### config.mk
export PLATFORM = sky130hd
export DESIGN_NAME = ps2_host_tx
export DESIGN_NICKNAME = d
export VERILOG_FILES = /design/src/rtl/ps2_host_tx.sv
export SDC_FILE = /design/constraint.sdc
export NUM_CORES = 1
export LEC_CHECK = 0
export BUFFER_PORTS_ARGS = -buffer_cell sky130_fd_sc_hd__buf_2
export CAP_MARGIN = 10
export CELL_PAD_IN_SITES_DETAIL_PLACEMENT = 1
export CELL_PAD_IN_SITES_GLOBAL_PLACEMENT = 1
export CORE_ASPECT_RATIO = 0.6
export CORE_UTILIZATION = 30
export DETAILED_ROUTE_END_ITERATION = 10
export GPL_TIMING_DRIVEN = 0
export PLACE_DENSITY_LB_ADDON = 0.1
export SLEW_MARGIN = 20
export SYNTH_ARGS = -nofsm -noshare
export SYNTH_HDL_FRONTEND = slang
export SYNTH_SLANG_ARGS = --single-unit
### constraint.sdc
create_clock -name clk -period 2.6 [get_ports clk]
set_input_delay 0.13 -clock clk [delete_from_list [all_inputs] [get_ports clk]]
set_output_delay 0.13 -clock clk [all_outputs]
set_load 0.02 [all_outputs]
### src/rtl/ps2_host_tx.sv
// ps2_host_tx: host-to-device PS/2 transmitter.
//
// Sends one command byte, such as LED set 0xED or reset 0xFF, to a PS/2 device.
// It drives the shared clock/data pair open-drain through active-high "pull low" enables.
// The transaction ends with either a device ACK or an error.
// A neighbouring receiver should ignore frames while busy is high.
//
// Ports
//   clk          system clock
//   reset        asynchronous, active-high reset; releases both lines immediately
//   ps2_clk_in   raw PS/2 clock pin level (asynchronous)
//   ps2_data_in  raw PS/2 data pin level (asynchronous)
//   ps2_clk_oe   1 = pull PS/2 clock low
//   ps2_data_oe  1 = pull PS/2 data low
//   tx_data      byte to send
//   tx_valid     send request; accepted when tx_valid & tx_ready
//   tx_ready     high only while idle
//   busy         high from accept until return to idle
//   done         one-cycle pulse at the end of a transaction
//   ack_ok       device ACKed the last transaction (valid from done until next accept)
//   error        timeout or missing ACK on the last transaction (same validity)
module ps2_host_tx #(
    parameter int unsigned CLK_HZ           = 100_000_000,
    parameter int unsigned INHIBIT_US       = 100,
    parameter int unsigned START_TIMEOUT_US = 15000,
    parameter int unsigned FRAME_TIMEOUT_US = 2000
) (
    input  logic       clk,
    input  logic       reset,
    input  logic       ps2_clk_in,
    input  logic       ps2_data_in,
    output logic       ps2_clk_oe,
    output logic       ps2_data_oe,
    input  logic [7:0] tx_data,
    input  logic       tx_valid,
    output logic       tx_ready,
    output logic       busy,
    output logic       done,
    output logic       ack_ok,
    output logic       error
);

    localparam int unsigned CYC_PER_US = CLK_HZ / 1_000_000;
    localparam int unsigned INH        = CYC_PER_US * INHIBIT_US;
    localparam int unsigned ST_TO      = CYC_PER_US * START_TIMEOUT_US;
    localparam int unsigned FR_TO      = CYC_PER_US * FRAME_TIMEOUT_US;
    localparam int unsigned MAX_A      = (INH > ST_TO) ? INH : ST_TO;
    localparam int unsigned MAX_CNT    = (MAX_A > FR_TO) ? MAX_A : FR_TO;
    localparam int unsigned CW         = $clog2(MAX_CNT + 1);

    typedef enum logic [2:0] {
        StIdle,
        StInhibit,
        StRts,
        StSend,
        StWaitIdle,
        StFail
    } state_t;

    state_t        state;
    logic [CW-1:0] cnt;
    logic [8:0]    shreg;     // {parity, data}; shifts right, refilled with 1s
    logic [3:0]    edge_cnt;  // falling edges seen since leaving RTS
    logic [1:0]    clk_sync;
    logic [1:0]    data_sync;
    logic          clk_prev;
    logic          clk_s;
    logic          data_s;
    logic          fe;
    logic          cnt_last;

    // Two-flop synchronizers; idle bus level is high.
    always_ff @(posedge clk or posedge reset) begin
        if (reset) begin
            clk_sync  <= 2'b11;
            data_sync <= 2'b11;
            clk_prev  <= 1'b1;
        end else begin
            clk_sync  <= {clk_sync[0], ps2_clk_in};
            data_sync <= {data_sync[0], ps2_data_in};
            clk_prev  <= clk_sync[1];
        end
    end

    assign clk_s    = clk_sync[1];
    assign data_s   = data_sync[1];
    assign fe       = clk_prev & ~clk_s;
    // The counter is loaded with N and the state acts as it steps 1 -> 0,
    // so a load of N gives exactly N cycles in the state.
    assign cnt_last = (cnt == CW'(1));

    assign tx_ready = (state == StIdle);
    assign busy     = (state != StIdle);

    always_ff @(posedge clk or posedge reset) begin
        if (reset) begin
            state       <= StIdle;
            cnt         <= '0;
            shreg       <= '0;
            edge_cnt    <= '0;
            ps2_clk_oe  <= 1'b0;
            ps2_data_oe <= 1'b0;
            done        <= 1'b0;
            ack_ok      <= 1'b0;
            error       <= 1'b0;
        end else begin
            done <= 1'b0;
            if (cnt != '0) begin
                cnt <= cnt - CW'(1);
            end

            unique case (state)
                StIdle: begin
                    if (tx_valid) begin
                        shreg      <= {~^tx_data, tx_data};
                        ack_ok     <= 1'b0;
                        error      <= 1'b0;
                        cnt        <= CW'(INH);
                        ps2_clk_oe <= 1'b1;
                        state      <= StInhibit;
                    end
                end

                StInhibit: begin
                    if (cnt_last) begin
                        ps2_clk_oe  <= 1'b0;
                        ps2_data_oe <= 1'b1;  // start bit doubles as request-to-send
                        cnt         <= CW'(ST_TO);
                        edge_cnt    <= '0;
                        state       <= StRts;
                    end
                end

                StRts: begin
                    if (fe) begin
                        ps2_data_oe <= ~shreg[0];
                        shreg       <= {1'b1, shreg[8:1]};
                        cnt         <= CW'(FR_TO);
                        edge_cnt    <= 4'd1;
                        state       <= StSend;
                    end else if (cnt_last) begin
                        ps2_clk_oe  <= 1'b0;
                        ps2_data_oe <= 1'b0;
                        ack_ok      <= 1'b0;
                        error       <= 1'b1;
                        done        <= 1'b1;
                        state       <= StFail;
                    end
                end

                StSend: begin
                    if (fe) begin
                        edge_cnt <= edge_cnt + 4'd1;
                        if (edge_cnt == 4'd10) begin
                            // Eleventh edge: the device's ACK is on the data line.
                            ps2_data_oe <= 1'b0;
                            if (!data_s) begin
                                ack_ok <= 1'b1;
                            end else begin
                                error <= 1'b1;
                            end
                            cnt   <= CW'(FR_TO);
                            state <= StWaitIdle;
                        end else begin
                            // Edges 2..9 carry data then parity.
                            // By edge 10 the shifted-in 1 releases data for the stop bit.
                            ps2_data_oe <= ~shreg[0];
                            shreg       <= {1'b1, shreg[8:1]};
                        end
                    end else if (cnt_last) begin
                        ps2_clk_oe  <= 1'b0;
                        ps2_data_oe <= 1'b0;
                        ack_ok      <= 1'b0;
                        error       <= 1'b1;
                        done        <= 1'b1;
                        state       <= StFail;
                    end
                end

                StWaitIdle: begin
                    if (clk_s && data_s) begin
                        done  <= 1'b1;
                        state <= StIdle;
                    end else if (cnt_last) begin
                        done   <= 1'b1;
                        error  <= 1'b1;
                        ack_ok <= 1'b0;
                        state  <= StIdle;
                    end
                end

                StFail: begin
                    state <= StIdle;
                end

                default: begin
                    state <= StIdle;
                end
            endcase
        end
    end

endmodule

==> results of run 1 <==
-- layout make-up --
cell class / count / area (um^2) / area share
multi-input cells: 212 / 1360 / 0.447
flip-flops and latches: 47 / 1180 / 0.389
plain buffers: 9 / 37.5 / 0.0123
well taps: 108 / 135 / 0.0444
clock buffers: 8 / 156 / 0.0514
inverters: 7 / 26.3 / 0.00863
repair buffers: 23 / 145 / 0.0477
-- per-stage QoR --
step / area (um^2) / setup TNS (ps)
after floorplan: 2590 / 0
after global placement: 2820 / -46.7
after detailed placement: 2840 / 0
after CTS: 3030 / 0
after global routing: 3040 / 0
final: 3040 / 0
-- cell usage after synthesis, types with 3 or more instances --
library cell and number:
a211oi_1 3, a21o_1 3, a21oi_1 22, a22oi_1 3
buf_2 3, clkbuf_1 5, dfrtp_1 42, dfstp_2 5
ha_1 4, inv_1 7, mux2i_1 11, nand2_1 21
nand2b_1 3, nand3_1 7, nand3b_1 4, nor2_1 34
nor3_1 13, nor4_1 4, o21ai_0 15, o31ai_1 3
or3_1 3, or3b_2 3, or4_1 4, xnor2_1 18
-- tightest hold or removal path: stages --
cell and delay [ps]:
buf_2 100, mux2i_1 60, a21oi_1 130
-- per-layer routing --
| metal | vias to the layer above | wire length (um) | share of wire |
|---|---|---|---|
| li1 | 1053 | - | - |
| met1 | 1100 | 4220 | 0.59 |
| met2 | 26 | 2580 | 0.36 |
| met3 | 5 | 255 | 0.036 |
| met4 | 0 | 57 | 0.0080 |
| met5 | - | 0 | 0 |
-- power by group through the flow --
stage	clock, mW	combinational, mW	sequential, mW
after floorplan	0	0.182	0.929
after global placement	0	0.231	0.955
after detailed placement	0	0.239	0.956
after CTS	0.707	0.244	0.945
after global routing	0.734	0.274	0.967
final	0.680	0.241	0.945
-- timing repair --
action	CTS	global route
endpoints found under the hold margin	18	0
resized for setup	0	3
hold buffers	3	0
endpoints found under the setup margin	0	11
-- sequential cells by signal, summed over array words and instances (netlist names), 2 cells and up --
signal and flops:
cnt 21, shreg 9, edge_cnt 4, state 3, clk_sync 2, data_sync 2
-- kinds of logic after synthesis --
logic type | Yosys count
DFF | 47
muxes | 11
AOI/OAI and AO/OA | 63
adders and majority gates | 4
and+or+nand+nor | 114
xor gates and xnor gates | 20
buffers and inverters | 16
-- how the worst max path moves through the flow --
stage          depth (start not counted)  slack [ps]  startpoint  endpoint
5_1_grt                                8          60      cnt[0]   cnt[20]
4_1_cts                                8          10      cnt[0]   cnt[17]
2_1_floorplan                          8         480      cnt[0]   cnt[17]
3_3_place_gp                           8         -50      cnt[0]   cnt[20]
6_report                               6         170     cnt[16]    cnt[1]
3_5_place_dp                           8          20      cnt[0]   cnt[17]
==> reports/qor.yml, run 1 <==
r2r-end: "cnt[1]"
swShare: 0.273
setup.worst_path.end_class: "flop"
path_delay_family: "simple AND/OR/NAND/NOR gates"
relSlewSlack: 0.414
power_frac_seq: 0.507
via_count: 2184
hold_violations: 0
core-area_um2: 8130
status: "complete, no violations"
crit_chain: "or4_4 -> nor3_2 -> buf_2 -> nand3_2 -> nand2_2 -> a211oi_1"
cts_tree: "done"
clock_skew_ps: 5.46
dieWidth_um: 122
hold_class: "primary input to flop"
grtUsageMet1: 0.293
synth.area.top_cells: "dfrtp_1, xnor2_1, dfstp_2"
overflow: 0
crit_buf_inv: 1
grt_setup_unrepaired: "false"
grt_max_degree: 32
drt_iter0_drc: 87
wirelength_mm: 7.11
synth_compound_area_frac: 0.147
grt_use_met2: 0.219
synth_top_family_by_area: "simple AND/OR/NAND/NOR gates"
timing.rr.start: "cnt[16]"
critical_path_class: "flop to flop"
synth_edf_count: 0
min_to: "shreg[3]"
whs_ps: 166
cts_root_buffer: "clkbuf_16"
rows: 25
synthAdderAreaFrac: 0.0193
arrival_ps: 2590
cts.sinks: 47
drive_gt1_frac: 0.170
max_cap_viol_count: 0
leakage_nw: 1.26
die_h_um: 74.0
pin_count: 20
final_cell_mix: "dfrtp_1, nor2_1, a21oi_1, buf_2, nand2_1"
holdPathStages: 3
ir_worst_vdd_mv: 0.224
grt.total_usage: 0.176
synthSimpleGateAreaFrac: 0.243
grt_pass1_wl_mm: 11.7
antenna_found_initial: 0
grt.busiest_layer: "met1"
drc_errors: 0
max_stage_delay_ps: 600
ant_nets: 0
syn_area_per_cell_um2: 9.43
max_freq_mhz: 412
htreeDepth: 2
power_switching_mw: 0.509
numCtsBuffers: 5
ys_ff_latch: 47
final_cells: 414
dr.pass1.iters: 4
synthCells: 275
via_per_inst: 5.28
synthToLayoutAreaGrowth_pct: 17.4
pwr-share-comb: 0.129
worst-r2r-cell-count: 6
min_period_over_period: 0.933
worst_slew_pin_slew_ps: 868
final_nets: 322
start_util: 0.319
r2r_slack_ps: 170
gp_routability_congestion: 0.783
clkSlewWorstSetupHoldPaths_ps: 60
post_cts_buffers: 0
yosysWarnings: 0
worstPathMaxFanout: 10
p_int_mw: 1.36
synth-seq-area-share: 0.456
crit_path_top_delay_cell: "or4_4"
final_common_cell: "dfrtp_1"
min-delay-start: "tx_data[3]"
fin_crit_ps: 2430
syn-cell-area_um2: 2590
fillers: 970
grt_pass1_vias: 2110
power_mw: 1.87
yosysTopAreaCell: "dfrtp_1"
use_met3: 0.0376
dp_hpwl_mm: 5.45
ys.flop_type: "dfrtp_1"
critPathRequiredTime_ps: 2770
synthMuxAreaShare: 0.0425
mappedNetlistNets: 292
die-area_um2: 9030
finish.utilization: 0.374
clkPwrFrac: 0.364
dp_slack_ps: 22.5
clockBufferDepth: 2
wl_per_cell_um: 17.2
netlist.area_leader.share: 0.405
drv_slew: 0
cp-start-kind: "flop"
synth-xor-area-share: 0.0676
clk_latency_ps: 290
setup_slack_ps: 173
num_antenna_cells: 0
dp.cells: 403
setup_viol: 0
io_buffers: 19
power_density_nw_per_um2: 613
async_flop_share: 1.00
yosysUniqueCellTypes: 52
Note: power is estimated with default switching activity, not from simulation.
==> inputs of run 2 (changes only) <==
- REMOVE_ABC_BUFFERS: not set -> 1
- clock period: 2.6 -> 2.57 ns (I/O delays scaled with it)
==> run 2 against run 1 <==
Wire length shrank 0.62%. Clock skew grew 2.7 ps. Worst setup slack gained 54 ps. Critical path type unchanged. Sequential cell count is the same. Largest cell class unchanged. Clock power shrank 2%.
==> reports/qor.yml, run 2 (synthesis results as in run 1) <==
status: "complete, no violations"
core-area_um2: 8130  # unchanged
top_regs: "cnt: 21 flops, shreg: 9 flops, edge_cnt: 4 flops"
via_per_inst: 5.20  # -1.4%
ir_worst_vdd_mv: 0.251  # +12%
grt_pass1_vias: 2104  # -0.28%
finish.utilization: 0.373  # -0.000769
overflow: 0  # unchanged
max_cap_viol_count: 0  # unchanged
power_mw: 1.88  # +0.62%
fin_crit_ps: 2340  # -84.4 ps
clockBufferDepth: 2  # unchanged
via_count: 2123  # -2.8%
drv_slew: 0  # unchanged
largest_register: "cnt"
wirelength_mm: 7.06  # -0.62%
final_area_um2: 3040  # -0.21%
holdPathStages: 3  # unchanged
swShare: 0.284  # +0.0110
min-delay-start: "tx_data[7]"
ant_nets: 0  # unchanged
grt_pass1_wl_mm: 11.9  # +2.4%
drt_iter0_drc: 110  # +26%
clkPwrFrac: 0.353  # -0.011
r2r-end: "cnt[20]"
grt_max_degree: 28  # -13%
power_frac_seq: 0.513  # +0.006
clock_skew_ps: 8.12  # +2.66 ps
clkSlewWorstSetupHoldPaths_ps: 70  # about the same
drc_errors: 0  # unchanged
place_area_um2: 2820  # -0.92%
final_cell_mix: "dfrtp_1, nor2_1, a21oi_1, nand2_1, buf_2"
dp_hpwl_mm: 5.37  # -1.4%
cts_root_buffer: "clkbuf_16"
wl_per_cell_um: 17.3  # +0.84%
worst_slew_pin_slew_ps: 803  # -64.4 ps
leakage_nw: 1.26  # +0.30%
min_to: "shreg[7]"
worst-r2r-cell-count: 7  # +1
dieWidth_um: 122  # unchanged
dp_slack_ps: -121  # -143 ps
die-area_um2: 9030  # unchanged
hold_violations: 0  # unchanged
r2r_slack_ps: 230  # +50 ps
cp-start-kind: "flop"
worstPathMaxFanout: 6  # -4
max_freq_mhz: 427  # +3.6%
io_buffers: 19  # unchanged
rows: 25  # unchanged
setup_slack_ps: 228  # +54.4 ps
htreeDepth: 2  # unchanged
start_util: 0.319  # unchanged
final_nets: 316  # -1.9%
antenna_found_initial: 0  # unchanged
pwr-share-comb: 0.134  # +0.005
grt_setup_unrepaired: "false"
critPathRequiredTime_ps: 2740  # -30 ps
clk_latency_ps: 290  # about the same
min_period_over_period: 0.911  # -0.0220
grt.total_usage: 0.178  # +0.00248
cts.sinks: 47  # unchanged
largest_register_ffs: 21  # unchanged
numCtsBuffers: 5  # unchanged
arrival_ps: 2510  # -80 ps
hold_class: "primary input to flop"
setup_viol: 0  # unchanged
synthToLayoutAreaGrowth_pct: 17.1
power_switching_mw: 0.533  # +4.7%
dr.pass1.iters: 4  # unchanged
power_density_nw_per_um2: 618  # +0.83%
cts_tree: "done"
drive_gt1_frac: 0.177  # +0.00673
num_antenna_cells: 0  # unchanged
timing.rr.start: "cnt[1]"
pin_count: 20  # unchanged
setup.worst_path.end_class: "flop"
die_h_um: 74.0  # unchanged
gp_routability_congestion: 0.739  # -5.6%
critical_path_class: "flop to flop"
relSlewSlack: 0.457  # +0.0435
final_common_cell: "dfrtp_1"
p_int_mw: 1.34  # -0.90%
run 2: power by group through the flow:
stage | logic [mW] | registers [mW] | clock network (mW)
floorplan | 0.184 | 0.940 | 0
global placement | 0.237 | 0.968 | 0
detailed placement | 0.250 | 0.971 | 0
CTS | 0.255 | 0.960 | 0.690
global route | 0.287 | 0.981 | 0.723
finish | 0.251 | 0.962 | 0.664
run 2: metal layers:
layer	global-route usage	routed length [um]
met1	0.301	4360
met2	0.210	2430
met3	0.0399	217
met4	0.0535	53
met5	0	0
run 2: stage by stage:
stage                     hold slack [ps]  TNS [ps]  cells
after floorplan                       133         0    266
after global placement                234     -1100    393
after detailed placement              236      -722    394
after CTS                             174         0    405
after global routing                  200         0    408
final                                 177         0    408
run 2: final cells by class:
| class | instances | area (um^2) |
|---|---|---|
| clock inverter | 1 | 5.00 |
| clock buffer | 7 | 143 |
| multi-input combinational | 212 | 1370 |
| inverter | 7 | 26.3 |
| tap | 108 | 135 |
| sequential | 47 | 1180 |
| timing repair buffer | 26 | 175 |
| fill | 943 | 5100 |
run 2: repair_timing:
item                                   4_1_cts  5_1_grt
setup buffers                                0        3
hold buffers                                 3        0
setup endpoints to repair                    8       10
resized for setup                            2        2
pin swaps                                    0        1
endpoints found under the hold margin       28        0
run 2: critical path, stage by stage (launching register included):
cell	delay [ps]
dfrtp_1	420
inv_1	100
ha_1	230
or3b_2	560
nor3_2	360
nand2_1	170
o311ai_1	290
nand2_1	90
run 2: how the worst max path moves through the flow:
stage / startpoint / end / slack [ps] / cells past startpoint
after floorplan: cnt[0] / cnt[17] / 520 / 7
after global placement: cnt[16] / cnt[0] / -150 / 5
after detailed placement: cnt[16] / cnt[19] / -120 / 5
after CTS: cnt[1] / cnt[17] / 60 / 7
after global routing: state[1] / error / 30 / 5
final: cnt[1] / cnt[20] / 230 / 7
==> inputs of run 3 (changes only) <==
- ABC_AREA: not set -> 1
==> run 3 against run 2 <==
Power up 79%. Count of clock-buffer cells in the layout down 2. Fmax is 2.2% higher. Die area increased by 9.4%. Register-to-register slack improved by 50 ps. Hold slack got worse by 73 ps. Critical path type unchanged.
==> reports/qor.yml, run 3 <==
synthMuxAreaShare: 0  # -0.0425
finish.utilization: 0.354  # -0.0192
synth.area.top_cells: "dfrtp_1, nand2_1, nor2_1"
synthToLayoutAreaGrowth_pct: 14.5
final.setup.tns_ps: 0  # unchanged
min_period_over_period: 0.892  # -0.0196
overflow: 0  # unchanged
io_buffers: 19  # unchanged
status: "complete, no violations"
synth-xor-area-share: 0.0493  # -0.0183
ctsResizeCount: 0  # -2
clkPwrFrac: 0.202  # -0.151
pwr-share-comb: 0.452  # +0.318
setup_viol: 0  # unchanged
ir_worst_vdd_mv: 0.342  # +36%
synth_compound_area_frac: 0.0973  # -0.0499
max_cap_viol_count: 0  # unchanged
yosysUniqueCellTypes: 31  # -40%
synthCells: 397  # +44%
gp_routability_congestion: 0.803  # +8.7%
swShare: 0.463  # +0.179
wirelength_mm: 8.14  # +15%
power_switching_mw: 1.56  # +190%
cp-start-kind: "flop"
rows: 27  # +8.0%
final_common_cell: "nand2_1"
drc_errors: 0  # unchanged
numCtsBuffers: 5  # unchanged
die-area_um2: 9880  # +9.4%
clockBufferDepth: 2  # unchanged
yosysMostFrequentCell: "nand2_1"
power_frac_seq: 0.346  # -0.167
htreeDepth: 2  # unchanged
clkSlewWorstSetupHoldPaths_ps: 70  # about the same
worstPathMaxFanout: 20  # +14
grt_setup_unrepaired: "false"
largest_register_ffs: 21  # unchanged
cts.sinks: 47  # unchanged
hold_class: "primary input to flop"
antenna_found_initial: 0  # unchanged
dp_hpwl_mm: 6.29  # +17%
pin_count: 20  # unchanged
worst_slew_pin_slew_ps: 719  # -84.4 ps
syn_area_per_cell_um2: 7.16  # -24%
synthSimpleGateAreaFrac: 0.347  # +0.105
top_regs: "cnt: 21 flops, shreg: 9 flops, edge_cnt: 4 flops"
async_flop_share: 1.00  # unchanged
max_freq_mhz: 436  # +2.2%
arrival_ps: 2490  # -20 ps
core-area_um2: 9190  # +13%
dp.cells: 541  # +37%
final_cells: 553  # +36%
post_cts_buffers: 0  # unchanged
hold_violations: 0  # unchanged
synth_commonest_cells: "nand2_1, nor2_1, inv_1, dfrtp_1, nand3_1"
grt_pass1_vias: 2543  # +21%
drive_gt1_frac: 0.130  # -0.0463
r2r_slack_ps: 280  # +50 ps
start_util: 0.309  # -0.00940
drt_iter0_drc: 117  # +6.4%
critPathRequiredTime_ps: 2760  # +20 ps
ys_ff_latch: 47  # unchanged
critical_path_class: "flop to flop"
p_int_mw: 1.81  # +35%
setup.worst_path.end_class: "flop"
clk_latency_ps: 300  # about the same
synthAdderAreaFrac: 0.0176  # -0.00170
dieWidth_um: 128  # +4.6%
final_nets: 438  # +39%
final_cell_mix: "nand2_1, nor2_1, inv_1, dfrtp_1, nand3_1"
synth_edf_count: 0  # unchanged
clock_skew_ps: 5.46  # -2.66 ps
cts_root_buffer: "clkbuf_16"
synth-seq-area-share: 0.416  # -0.0401
setup_slack_ps: 278  # +50.3 ps
drv_slew: 0  # unchanged
grt_max_degree: 48  # +71%
netlist.area_leader.share: 0.370  # -0.0357
fin_crit_ps: 2290  # -50.3 ps
die_h_um: 77.4  # +4.6%
ant_nets: 0  # unchanged
relSlewSlack: 0.520  # +0.0624
via_per_inst: 4.68  # -10%
power_density_nw_per_um2: 1040  # +67%
grt_pass1_wl_mm: 13.5  # +13%
wl_per_cell_um: 14.7  # -15%
leakage_nw: 1.66  # +31%
yosysTopAreaCell: "dfrtp_1"
dr.pass1.iters: 5  # +1
yosysWarnings: 0  # unchanged
largest_register: "cnt"
grt.total_usage: 0.183  # +0.00418
dp_slack_ps: 244  # +365 ps
cts_tree: "done"
via_count: 2586  # +22%
ys.flop_type: "dfrtp_1"
synth_top_family_by_area: "simple AND/OR/NAND/NOR gates"
syn-cell-area_um2: 2840  # +9.7%
## run 3: area by class of cell
type	instances	area, um^2
antenna	1	2.50
tap	130	163
fill	1178	5930
clock inverter	3	23.8
sequential	47	1180
timing repair buffer	22	125
multi-input combinational	298	1450
clock buffer	5	125
inverter	47	179
## run 3: through the flow
| stage | total power, mW | hold slack [ps] | cell area [um^2] |
|---|---|---|---|
| after floorplan | 2.24 | 133 | 2810 |
| after global placement | 2.65 | 234 | 3070 |
| after detailed placement | 2.72 | 235 | 3070 |
| after CTS | 3.42 | 99.3 | 3250 |
| after global routing | 3.69 | 119 | 3250 |
| final | 3.37 | 104 | 3250 |
## run 3: power by group through the flow
stage / clock, mW / sequential, mW / combinational [mW]
floorplan: 0 / 1.11 / 1.13
global placement: 0 / 1.17 / 1.48
detailed placement: 0 / 1.18 / 1.54
CTS: 0.704 / 1.16 / 1.55
global route: 0.732 / 1.20 / 1.76
finish: 0.681 / 1.16 / 1.52
## run 3: repair_timing
item	CTS	global route
hold buffers	3	0
setup endpoints to repair	0	0
hold endpoints to repair	44	0
## run 3: critical path: stages (launching register included)
cell and delay [ps]:
dfrtp_1 500, inv_2 80, nand2_1 540, nor2_1 220, o21ai_0 140, nand2_1 110
nor2_4 360, inv_1 110, nand2_1 80, nand2_1 50
## run 3: final timing paths
| kind | from | to | cells after the start |
|---|---|---|---|
| max | state[2] | shreg[8] | 9 |
| min | tx_data[0] | shreg[0] | 3 |
| max reg2reg | state[2] | shreg[8] | 9 |
| min reg2reg | clk_sync[0] | clk_sync[1] | 0 |
| max in group asynchronous | reset | cnt[6] | 3 |
| min in group asynchronous | reset | cnt[1] | 3 |
## run 3: metal layers
layer  global-route usage  vias to the layer above  wire length (um)
li1                     -                     1308                 -
met1                0.299                     1239              4730
met2                0.231                       32              3020
met3               0.0366                        7               301
met4               0.0529                        0                91
met5                    0                        -                 0
## run 3: kinds of logic (layout without fill, tap and decap cells)
| kind of cell | Yosys count | in the layout |
|---|---|---|
| AND/OR/NAND/NOR | 229 | 229 |
| other | 0 | 1 |
| flip-flops | 47 | 47 |
| XOR/XNOR | 16 | 16 |
| buffers and inverters | 52 | 77 |
| adder cells (fa/ha/maj) | 4 | 4 |
| AO/OA/AOI/OAI | 49 | 49 |
